## src/rtl/countdown_ctrl.sv

```systemverilog
// -----------------------------------------------------------------------------
// countdown_ctrl
//   Run-control sequencer for a synchronous down-counter. A single-clock
//   prescaler produces a step enable every TICK_DIV cycles; the sequencer
//   loads, runs, pauses/resumes and reports completion of the count.
//
// Parameters
//   TICK_DIV    clk cycles per count step (>= 2)
//   COUNT_W     width of count and load_val
//
// Ports
//   clk          system clock, all state updates on rising edge
//   rst          synchronous active-high reset
//   load_val     value loaded on start and on auto-reload
//   start        1-cycle pulse, (re)starts the count from load_val
//   pause        level, holds the count while high
//   clear        1-cycle pulse, aborts and returns to IDLE
//   auto_reload  level, wrap to load_val instead of stopping at zero
//   count        registered count value
//   tick         registered strobe, count shows a newly stepped value
//   done_pulse   registered strobe, count first shows 0 (step or zero start)
//   done         level, state is DONE
//   running      level, state is RUN
//   state        IDLE=00, RUN=01, PAUSE=10, DONE=11
// -----------------------------------------------------------------------------
module countdown_ctrl #(
  parameter int TICK_DIV = 50_000_000,
  parameter int COUNT_W  = 4
) (
  input  logic               clk,
  input  logic               rst,
  input  logic [COUNT_W-1:0] load_val,
  input  logic               start,
  input  logic               pause,
  input  logic               clear,
  input  logic               auto_reload,
  output logic [COUNT_W-1:0] count,
  output logic               tick,
  output logic               done_pulse,
  output logic               done,
  output logic               running,
  output logic [1:0]         state
);

  localparam int PRE_W = (TICK_DIV > 2) ? $clog2(TICK_DIV) : 1;
  localparam logic [PRE_W-1:0] PRE_MAX = PRE_W'(TICK_DIV - 1);

  typedef enum logic [1:0] {
    IDLE  = 2'b00,
    RUN   = 2'b01,
    PAUSE = 2'b10,
    DONE  = 2'b11
  } state_t;

  state_t             state_q, state_d;
  logic [PRE_W-1:0]   pre_q, pre_d;
  logic [COUNT_W-1:0] count_d;
  logic [COUNT_W-1:0] step_val;
  logic               tick_d;
  logic               done_pulse_d;

  // State register.
  // NOTE: sequential state uses non-blocking assignments so every register
  // samples the pre-edge values of the others, independent of block order.
  always_ff @(posedge clk) begin
    if (rst) state_q <= IDLE;
    else     state_q <= state_d;
  end

  // Datapath registers: prescaler, count and the two strobes.
  always_ff @(posedge clk) begin
    if (rst) begin
      pre_q      <= '0;
      count      <= '0;
      tick       <= 1'b0;
      done_pulse <= 1'b0;
    end else begin
      pre_q      <= pre_d;
      count      <= count_d;
      tick       <= tick_d;
      done_pulse <= done_pulse_d;
    end
  end

  // Next-state / next-datapath logic. Priority: clear > start > pause > step.
  always_comb begin
    // NOTE: every signal gets a default first so no path can leave one
    // unassigned, which would otherwise infer a latch.
    state_d      = state_q;
    pre_d        = pre_q;
    count_d      = count;
    tick_d       = 1'b0;
    done_pulse_d = 1'b0;
    step_val     = (count == '0) ? load_val : count - 1'b1;

    if (clear) begin
      state_d = IDLE;
      pre_d   = '0;
      count_d = '0;
    end else if (start) begin
      pre_d = '0;
      if (load_val == '0) begin
        // A zero start completes immediately; no step, so no tick.
        state_d      = DONE;
        count_d      = '0;
        done_pulse_d = 1'b1;
      end else begin
        state_d = RUN;
        count_d = load_val;
      end
    end else begin
      unique case (state_q)
        RUN, PAUSE: begin
          if (pause) begin
            // Entering or staying in PAUSE: prescaler frozen, step suppressed.
            state_d = PAUSE;
          end else begin
            // Resuming counts as a running cycle, so a pause delays the next
            // step by exactly the number of cycles pause was sampled high.
            state_d = RUN;
            if (pre_q == PRE_MAX) begin
              pre_d   = '0;
              count_d = step_val;
              tick_d  = 1'b1;
              if (step_val == '0) begin
                done_pulse_d = 1'b1;
                if (!auto_reload) state_d = DONE;
              end
            end else begin
              pre_d = pre_q + 1'b1;
            end
          end
        end
        default: ;  // IDLE and DONE hold until start or clear
      endcase
    end
  end

  // Output decode.
  always_comb begin
    state   = state_q;
    done    = (state_q == DONE);
    running = (state_q == RUN);
  end

endmodule

```

## config.mk

```make
export PLATFORM = sky130hd
export DESIGN_NAME = countdown_ctrl
export DESIGN_NICKNAME = d
export VERILOG_FILES = /design/src/rtl/countdown_ctrl.sv
export SDC_FILE = /design/constraint.sdc
export NUM_CORES = 1
export LEC_CHECK = 0
export ABC_CLOCK_PERIOD_IN_PS = 4200
export CAP_MARGIN = 30
export CORE_ASPECT_RATIO = 0.8
export CORE_MARGIN = 3
export CORE_UTILIZATION = 50
export CTS_CLUSTER_SIZE = 10
export DETAILED_ROUTE_END_ITERATION = 8
export PLACE_DENSITY = 0.76
export SLEW_MARGIN = 40
export SYNTH_ARGS = -nofsm -noshare
export SYNTH_HDL_FRONTEND = slang
export SYNTH_SLANG_ARGS = --single-unit
```

## constraint.sdc

```tcl
create_clock -name clk -period 4.2 [get_ports clk]
set_clock_uncertainty 0.2 [all_clocks]
set_input_delay 0.42 -clock clk [delete_from_list [all_inputs] [get_ports clk]]
set_output_delay 0.42 -clock clk [all_outputs]
set_load 0.02 [all_outputs]
```

; Word-level counts from Yosys, hierarchy flattened
; Cells that the tools add are included.
[classes]
add_sub_neg = 2
eq_ne = 5
n_mux = 21
bitwise = 2
n_reduce_logical = 11
[op_table]
columns = op, n
row1 = $add 26x1->26 const B, 1
row2 = $eq 26x26->1 const B, 1
row3 = $mux 26, 1
row4 = $mux 4, 6
row5 = $mux 2, 7
row6 = $logic_not 4->1, 3
row7 = $mux 1, 7
row8 = $reduce_or 5->1, 1
row9 = $eq 2x2->1 const B, 2
row10 = $reduce_bool 2->1, 2
row11 = $reduce_or 2->1, 2
row12 = $sub 4x1->4 const B, 1
row13 = $reduce_and 3->1, 1
row14 = $reduce_or 3->1, 1
row15 = $eq 2x1->1 const B, 1
row16 = $ne 2x2->1 const B, 1
row17 = $not 1->1, 2
row18 = $reduce_and 2->1, 1
[totals]
register_bits = 34
inputBits = 10
wordCells = 46

; Depth between registers and ports, before layout
[depth]
depth_word = 8
depth_mapped = 7
depth_no_buf = 6

; Least setup slack after synthesis
; No wires, ideal clock.
[synth_path]
path_type = register to register
startpoint = register state_q[1] (netlist: state[1])
endpoint = register pre_q[22]
setup_ns = 0.070
arrival_ns = 2.333
t_required_ns = 3.930
slack_ns = 1.597
path_stages_with_launch = 8
path_buffers = 1
path_cell_list = dfxtp_1 inv_1 ha_1 nand4bb_4 or4_1 clkbuf_1 or4_1 a21oi_1
[synth_via]
elab_chain_len = 3
elab_cells_between_ends = 4
cone_classes = eq/ne: 2 / reduce/logical: 2
[synth_lines]
columns = element, line_no
row1 = "start, declared", 55  ; state_t state_q, state_d;
row2 = "start signal, assigned", 67  ; else state_q <= state_d;
row3 = $eq 2x1->1 or $eq 2x2->1 (tied branches), 112  ; unique case (state_q)
row4 = $reduce_or 2->1 *, 112
row5 = $reduce_and 2->1 (no source line) *, -
row6 = "end signal, assigned", 78  ; pre_q <= pre_d;
row7 = "end, declared", 56  ; logic [PRE_W-1:0] pre_q, pre_d;
; Mark *: on every way between the ends. The rest lies on a longest branch, timed or not.
; A chain may end at the register's enable or synchronous reset.

; Final worst setup path
[layout_path]
startpoint = register state_q[1] (netlist: state[1])
endpoint = register count[1]
[layout_via]
elab_chain_len = 4
elab_cells_between_ends = 5
cone_classes = eq/ne: 2 / reduce/logical: 3
[layout_lines]
columns = element, line_no
row1 = $eq 2x1->1 or $eq 2x2->1 (tied branches), 112
row2 = $reduce_or 2->1 *, 112
row3 = $reduce_bool 2->1 (no source line) *, -
row4 = $reduce_and 3->1 (no source line) *, -
row5 = "end signal, assigned", 79  ; count <= count_d;
row6 = "end, declared", 37  ; output logic [COUNT_W-1:0] count,
; Marks and branches as above.

==> flow_summary.html <==
<table>
<tr><th>Metric</th><th>Value</th></tr>
<tr><th colspan="2">Logic synthesis</th></tr>
<tr><td>Simple logic cell fraction of the synthesized area</td><td>0.329</td></tr>
<tr><td>Synthesized-area fraction occupied by ao, oa, aoi and oai cells</td><td>0.153</td></tr>
<tr><td>Post-Synthesis Cell Area</td><td>about 1900 um^2</td></tr>
<tr><td>Ys flop type</td><td>dfxtp_1</td></tr>
<tr><td>Adder-cell area share of the yosys netlist</td><td>0.0267</td></tr>
<tr><td>Proportion of register bits with asynchronous set or reset after synthesis</td><td>0</td></tr>
<tr><td>Post-Syn Nets</td><td>233</td></tr>
<tr><td>Mux share of post-synthesis cell area</td><td>0.0160</td></tr>
<tr><td>Gate Count Post-Synth</td><td>219</td></tr>
<tr><td>Number of flops mapped to enable cells by yosys</td><td>0</td></tr>
<tr><td>Share of the yosys chip area belonging to registers</td><td>0.363</td></tr>
<tr><td>XOR/XNOR Fraction of Synth Area</td><td>0.0608</td></tr>
<tr><td>Combinational family with the most area after synthesis</td><td>simple AND/OR/NAND/NOR gates</td></tr>
<tr><td>Register bit count reported by yosys</td><td>34</td></tr>
<tr><td>Warnings from Yosys</td><td>0</td></tr>
<tr><td>Avg Cell Area, Syn</td><td>8.55 um^2</td></tr>
<tr><td>Distinct cell type count of the synthesized netlist</td><td>47</td></tr>
<tr><th colspan="2">Clocking</th></tr>
<tr><td>Total of cells resized after clock tree synthesis</td><td>0</td></tr>
<tr><td>Clock-pin slew reported for the worst setup and hold paths after clock tree synthesis</td><td>0.07 ns</td></tr>
<tr><td>TritonCTS clock tree</td><td>built</td></tr>
<tr><td>Number of buffers added to fix hold violations after cts</td><td>0</td></tr>
<tr><td>Number of setup buffers added after CTS</td><td>0</td></tr>
<tr><td>CTS H-tree depth</td><td>2</td></tr>
<tr><td>Insertion delay to the later sink of the worst-skew pair</td><td>0.29 ns</td></tr>
<tr><td>Num CTS Buffers</td><td>5</td></tr>
<tr><td>Max Buffers Root-to-Sink</td><td>2</td></tr>
<tr><td>Total clock sinks</td><td>34</td></tr>
<tr><td>Root cell of the clock tree</td><td>clkbuf_8</td></tr>
<tr><th colspan="2">Critical path</th></tr>
<tr><td>List of cells traversed by the critical path</td><td>inv_1 &gt; ha_1 &gt; nor4bb_1 &gt; nand4_1 &gt; o21ai_4 &gt; o211ai_1</td></tr>
<tr><td>Count of buffering cells on the critical path with inverters included</td><td>1</td></tr>
<tr><td>Maximum cell stage delay along the critical path</td><td>0.67 ns</td></tr>
<tr><td>Startpoint kind of the worst setup timing path</td><td>flip-flop</td></tr>
<tr><td>Data arrival at the endpoint of the critical path</td><td>2.82 ns</td></tr>
<tr><td>Slowest cell on crit path</td><td>o21ai_4</td></tr>
<tr><td>Crit. path cell count</td><td>6</td></tr>
<tr><td>Worst setup path class</td><td>reg2reg</td></tr>
<tr><td>Worst EP required</td><td>4.14 ns</td></tr>
<tr><td>Kind of cell adding the most delay to the critical path</td><td>simple AND/OR/NAND/NOR gates</td></tr>
<tr><td>Endpoint class of the critical path</td><td>flip-flop</td></tr>
<tr><td>Worst R2R Path Depth</td><td>6</td></tr>
<tr><td>Worst-path maximum fanout</td><td>28</td></tr>
<tr><th colspan="2">Drt</th></tr>
<tr><td>DR WL/cell</td><td>13.9 um</td></tr>
<tr><td>Count of routing violations after the opening detailed-route iteration</td><td>97</td></tr>
<tr><td>Average via count per standard cell</td><td>5.90</td></tr>
<tr><td>Number of remaining DRC errors</td><td>0</td></tr>
<tr><td>Post-detailed-route count of antenna-violating nets</td><td>0</td></tr>
<tr><td>Iteration count of the initial detailed-routing pass</td><td>4</td></tr>
<tr><td>Total Wirelength</td><td>3.88 mm</td></tr>
<tr><td>Total number of vias</td><td>1641</td></tr>
<tr><th colspan="2">Hold path</th></tr>
<tr><td>WHS Path Cells</td><td>2</td></tr>
<tr><td>Type of the most critical hold path</td><td>reg2reg</td></tr>
<tr><th colspan="2">Timing</th></tr>
<tr><td>Number of hold-slack violations in the final timing report</td><td>0</td></tr>
<tr><td>Max-slew headroom at the worst pin</td><td>0.514</td></tr>
<tr><td>Final total negative setup slack</td><td>0 ns</td></tr>
<tr><td>Worst hold-check slack</td><td>around 0.28 ns</td></tr>
<tr><td>Finish-stage setup viols</td><td>0</td></tr>
<tr><td>Setup repair after global routing missed its margin</td><td>no</td></tr>
<tr><td>Pins Over Slew Limit</td><td>0</td></tr>
<tr><td>Final period demand of the worst path</td><td>2.87 ns</td></tr>
<tr><td>Final period utilization</td><td>0.684</td></tr>
<tr><td>Actual transition at the worst max-transition pin</td><td>0.726 ns</td></tr>
<tr><td>F_max</td><td>0.348 GHz</td></tr>
<tr><th colspan="2">Flow run</th></tr>
<tr><td>Max-cap violation count</td><td>0</td></tr>
<tr><th colspan="2">Global routing</th></tr>
<tr><td>Maximum number of pins on one net before global-route repair</td><td>29</td></tr>
<tr><td>Overall fraction of global-route tracks in use</td><td>0.191</td></tr>
<tr><td>Global-route wire length before repair</td><td>6.53 mm</td></tr>
<tr><td>Fraction of met3 tracks used by global routing</td><td>0.0497</td></tr>
<tr><td>Layer with the highest usage</td><td>met1</td></tr>
<tr><td>Number of antenna violations at the first check in global routing</td><td>0</td></tr>
<tr><td>GRT overflow</td><td>0</td></tr>
<tr><td>Fraction of met2 tracks used by global routing</td><td>0.245</td></tr>
<tr><td>Number of global-route vias before repair</td><td>between 1k and 1.5k</td></tr>
<tr><td>Met1 track demand over resource</td><td>0.298</td></tr>
<tr><th colspan="2">Finish</th></tr>
<tr><td>Area added between synthesis and finish</td><td>15.0%</td></tr>
<tr><td>Nets</td><td>249</td></tr>
<tr><td>Antenna diode count</td><td>0</td></tr>
<tr><td>Share of post-route cells with drive strength above 1</td><td>0.0763</td></tr>
<tr><th colspan="2">Floorplan</th></tr>
<tr><td>Row Count</td><td>19</td></tr>
<tr><td>Vertical die dimension</td><td>60.7 um</td></tr>
<tr><td>Initial standard-cell utilization of the core</td><td>0.532</td></tr>
<tr><td>Ports</td><td>20</td></tr>
<tr><td>Die width</td><td>74.4 um</td></tr>
<tr><td>Placeable core region</td><td>3520 um^2</td></tr>
<tr><td>Die area</td><td>4520 um^2</td></tr>
<tr><th colspan="2">Power and ir drop</th></tr>
<tr><td>Peak supply drop</td><td>0.181 mV</td></tr>
<tr><td>Total power after layout</td><td>around 630 uW</td></tr>
<tr><td>Cell Pwr Density</td><td>291 nW/um^2</td></tr>
<tr><td>Static leakage power</td><td>0.000671 uW</td></tr>
<tr><th colspan="2">Place</th></tr>
<tr><td>Placed wire-length estimate</td><td>2.81 mm</td></tr>
<tr><td>GPL Wtd Cong</td><td>0.856</td></tr>
<tr><td>Number of buffers added on ports</td><td>19</td></tr>
<tr><th colspan="2">Outcome</th></tr>
<tr><td>Status</td><td>completed</td></tr>
</table>
## area by class of cell
cell class	instances	area, um^2
Fill cell	300	1370
Multi-Input combinational cell	164	1100
Sequential cell	34	681
Timing Repair Buffer	19	190
Clock buffer	7	86.3
Tap cell	42	52.6
Inverter	11	41.3
Clock inverter	1	5.00
## cell usage after synthesis, types with 3 or more instances
cell type  instances  area share
or4_1             11       0.044
nand4_1            7       0.023
mux2i_1            3       0.016
o211ai_1           3       0.012
or3_1              7       0.023
a21oi_1           13       0.035
o21ai_0            5       0.013
ha_1               4       0.027
xnor2_1            9       0.042
clkbuf_1           7       0.014
nor4_1             4       0.013
nor3_1             5       0.013
nand2_1           14       0.028
nand2b_1           3       0.010
nor2_1            18       0.036
nand3_1           14       0.037
dfxtp_1           34        0.36
inv_1             11       0.022
xor2_1             4       0.019
o31ai_1            9       0.036
## cell families (layout without fill, tap and decap cells)
| family | Yosys count | count (layout) |
|---|---|---|
| muxes | 3 | 3 |
| buffers and inverters | 21 | 38 |
| and+or+nand+nor | 103 | 103 |
| adders and majority gates | 4 | 4 |
| AOI/OAI and AO/OA | 41 | 41 |
| DFF | 34 | 34 |
| xor gates and xnor gates | 13 | 13 |
## final timing paths
check | to | startpoint | slack, ns
max | count[1]$_SDFFE_PP0P_ | state[1]$_SDFFE_PP0P_ | 1.33
min | pre_q[1]$_SDFFE_PP0P_ | pre_q[1]$_SDFFE_PP0P_ | 0.28
max reg2reg | count[1]$_SDFFE_PP0P_ | state[1]$_SDFFE_PP0P_ | 1.33
min reg2reg | pre_q[1]$_SDFFE_PP0P_ | pre_q[1]$_SDFFE_PP0P_ | 0.28
## placed cells by master (no fill, tap or decap), types with 2 or more instances in the layout
cell | Yosys | routed
nand2_1 | 14 | 14
inv_1 | 11 | 11
o31ai_1 | 9 | 9
o211ai_1 | 3 | 3
or4_1 | 11 | 11
and2_1 | 2 | 2
or3_1 | 7 | 7
and4_1 | 2 | 2
nor4_1 | 4 | 4
dfxtp_1 | 34 | 34
nand4_1 | 7 | 7
mux2i_1 | 3 | 3
or2_2 | 2 | 2
nand3_1 | 14 | 14
clkbuf_8 | 0 | 6
xnor2_1 | 9 | 9
o21ai_0 | 5 | 5
clkdlybuf4s50_1 | 0 | 19
or4_4 | 2 | 2
xor2_1 | 4 | 4
ha_1 | 4 | 4
and3_1 | 2 | 2
nor3_1 | 5 | 5
nor2b_1 | 2 | 2
nor2_1 | 18 | 18
a21oi_1 | 13 | 13
nand2b_1 | 3 | 3
## routing by layer
layer  up-vias  part of all wire
met5         -                 0
met4         0             0.018
met3         8             0.040
met2        36              0.40
met1       753              0.54
li1        844                 -
## per-stage QoR
stage | setup WS (ns) | area (um^2) | utilization | cells
after detailed placement | 1.22 | 2060 | 0.586 | 270
after CTS | 1.35 | 2150 | 0.612 | 278
after global routing | 1.10 | 2150 | 0.612 | 278
final | 1.33 | 2150 | 0.612 | 278
after global placement | 1.34 | 2060 | 0.586 | 270
after floorplan | 1.60 | 1870 | - | 219
## where the power goes
part / switching [uW] / internal (uW)
Clock: 116 / 132
Sequential: 3.13 / 325
Combinational: 26.1 / 24.9
## state kept, by name (all words and copies together) (netlist names)
register,flops
count,4
done_pulse,1
pre_q,26
state,2
tick,1
## worst min-delay path, delay by kind of cell (launching register included)
family | cells | cell delay, ns
DFF | 1 | 0.32
and+or+nand+nor | 1 | 0.06
AOI/OAI and AO/OA | 1 | 0.05
(Power assumes the default switching activity.)
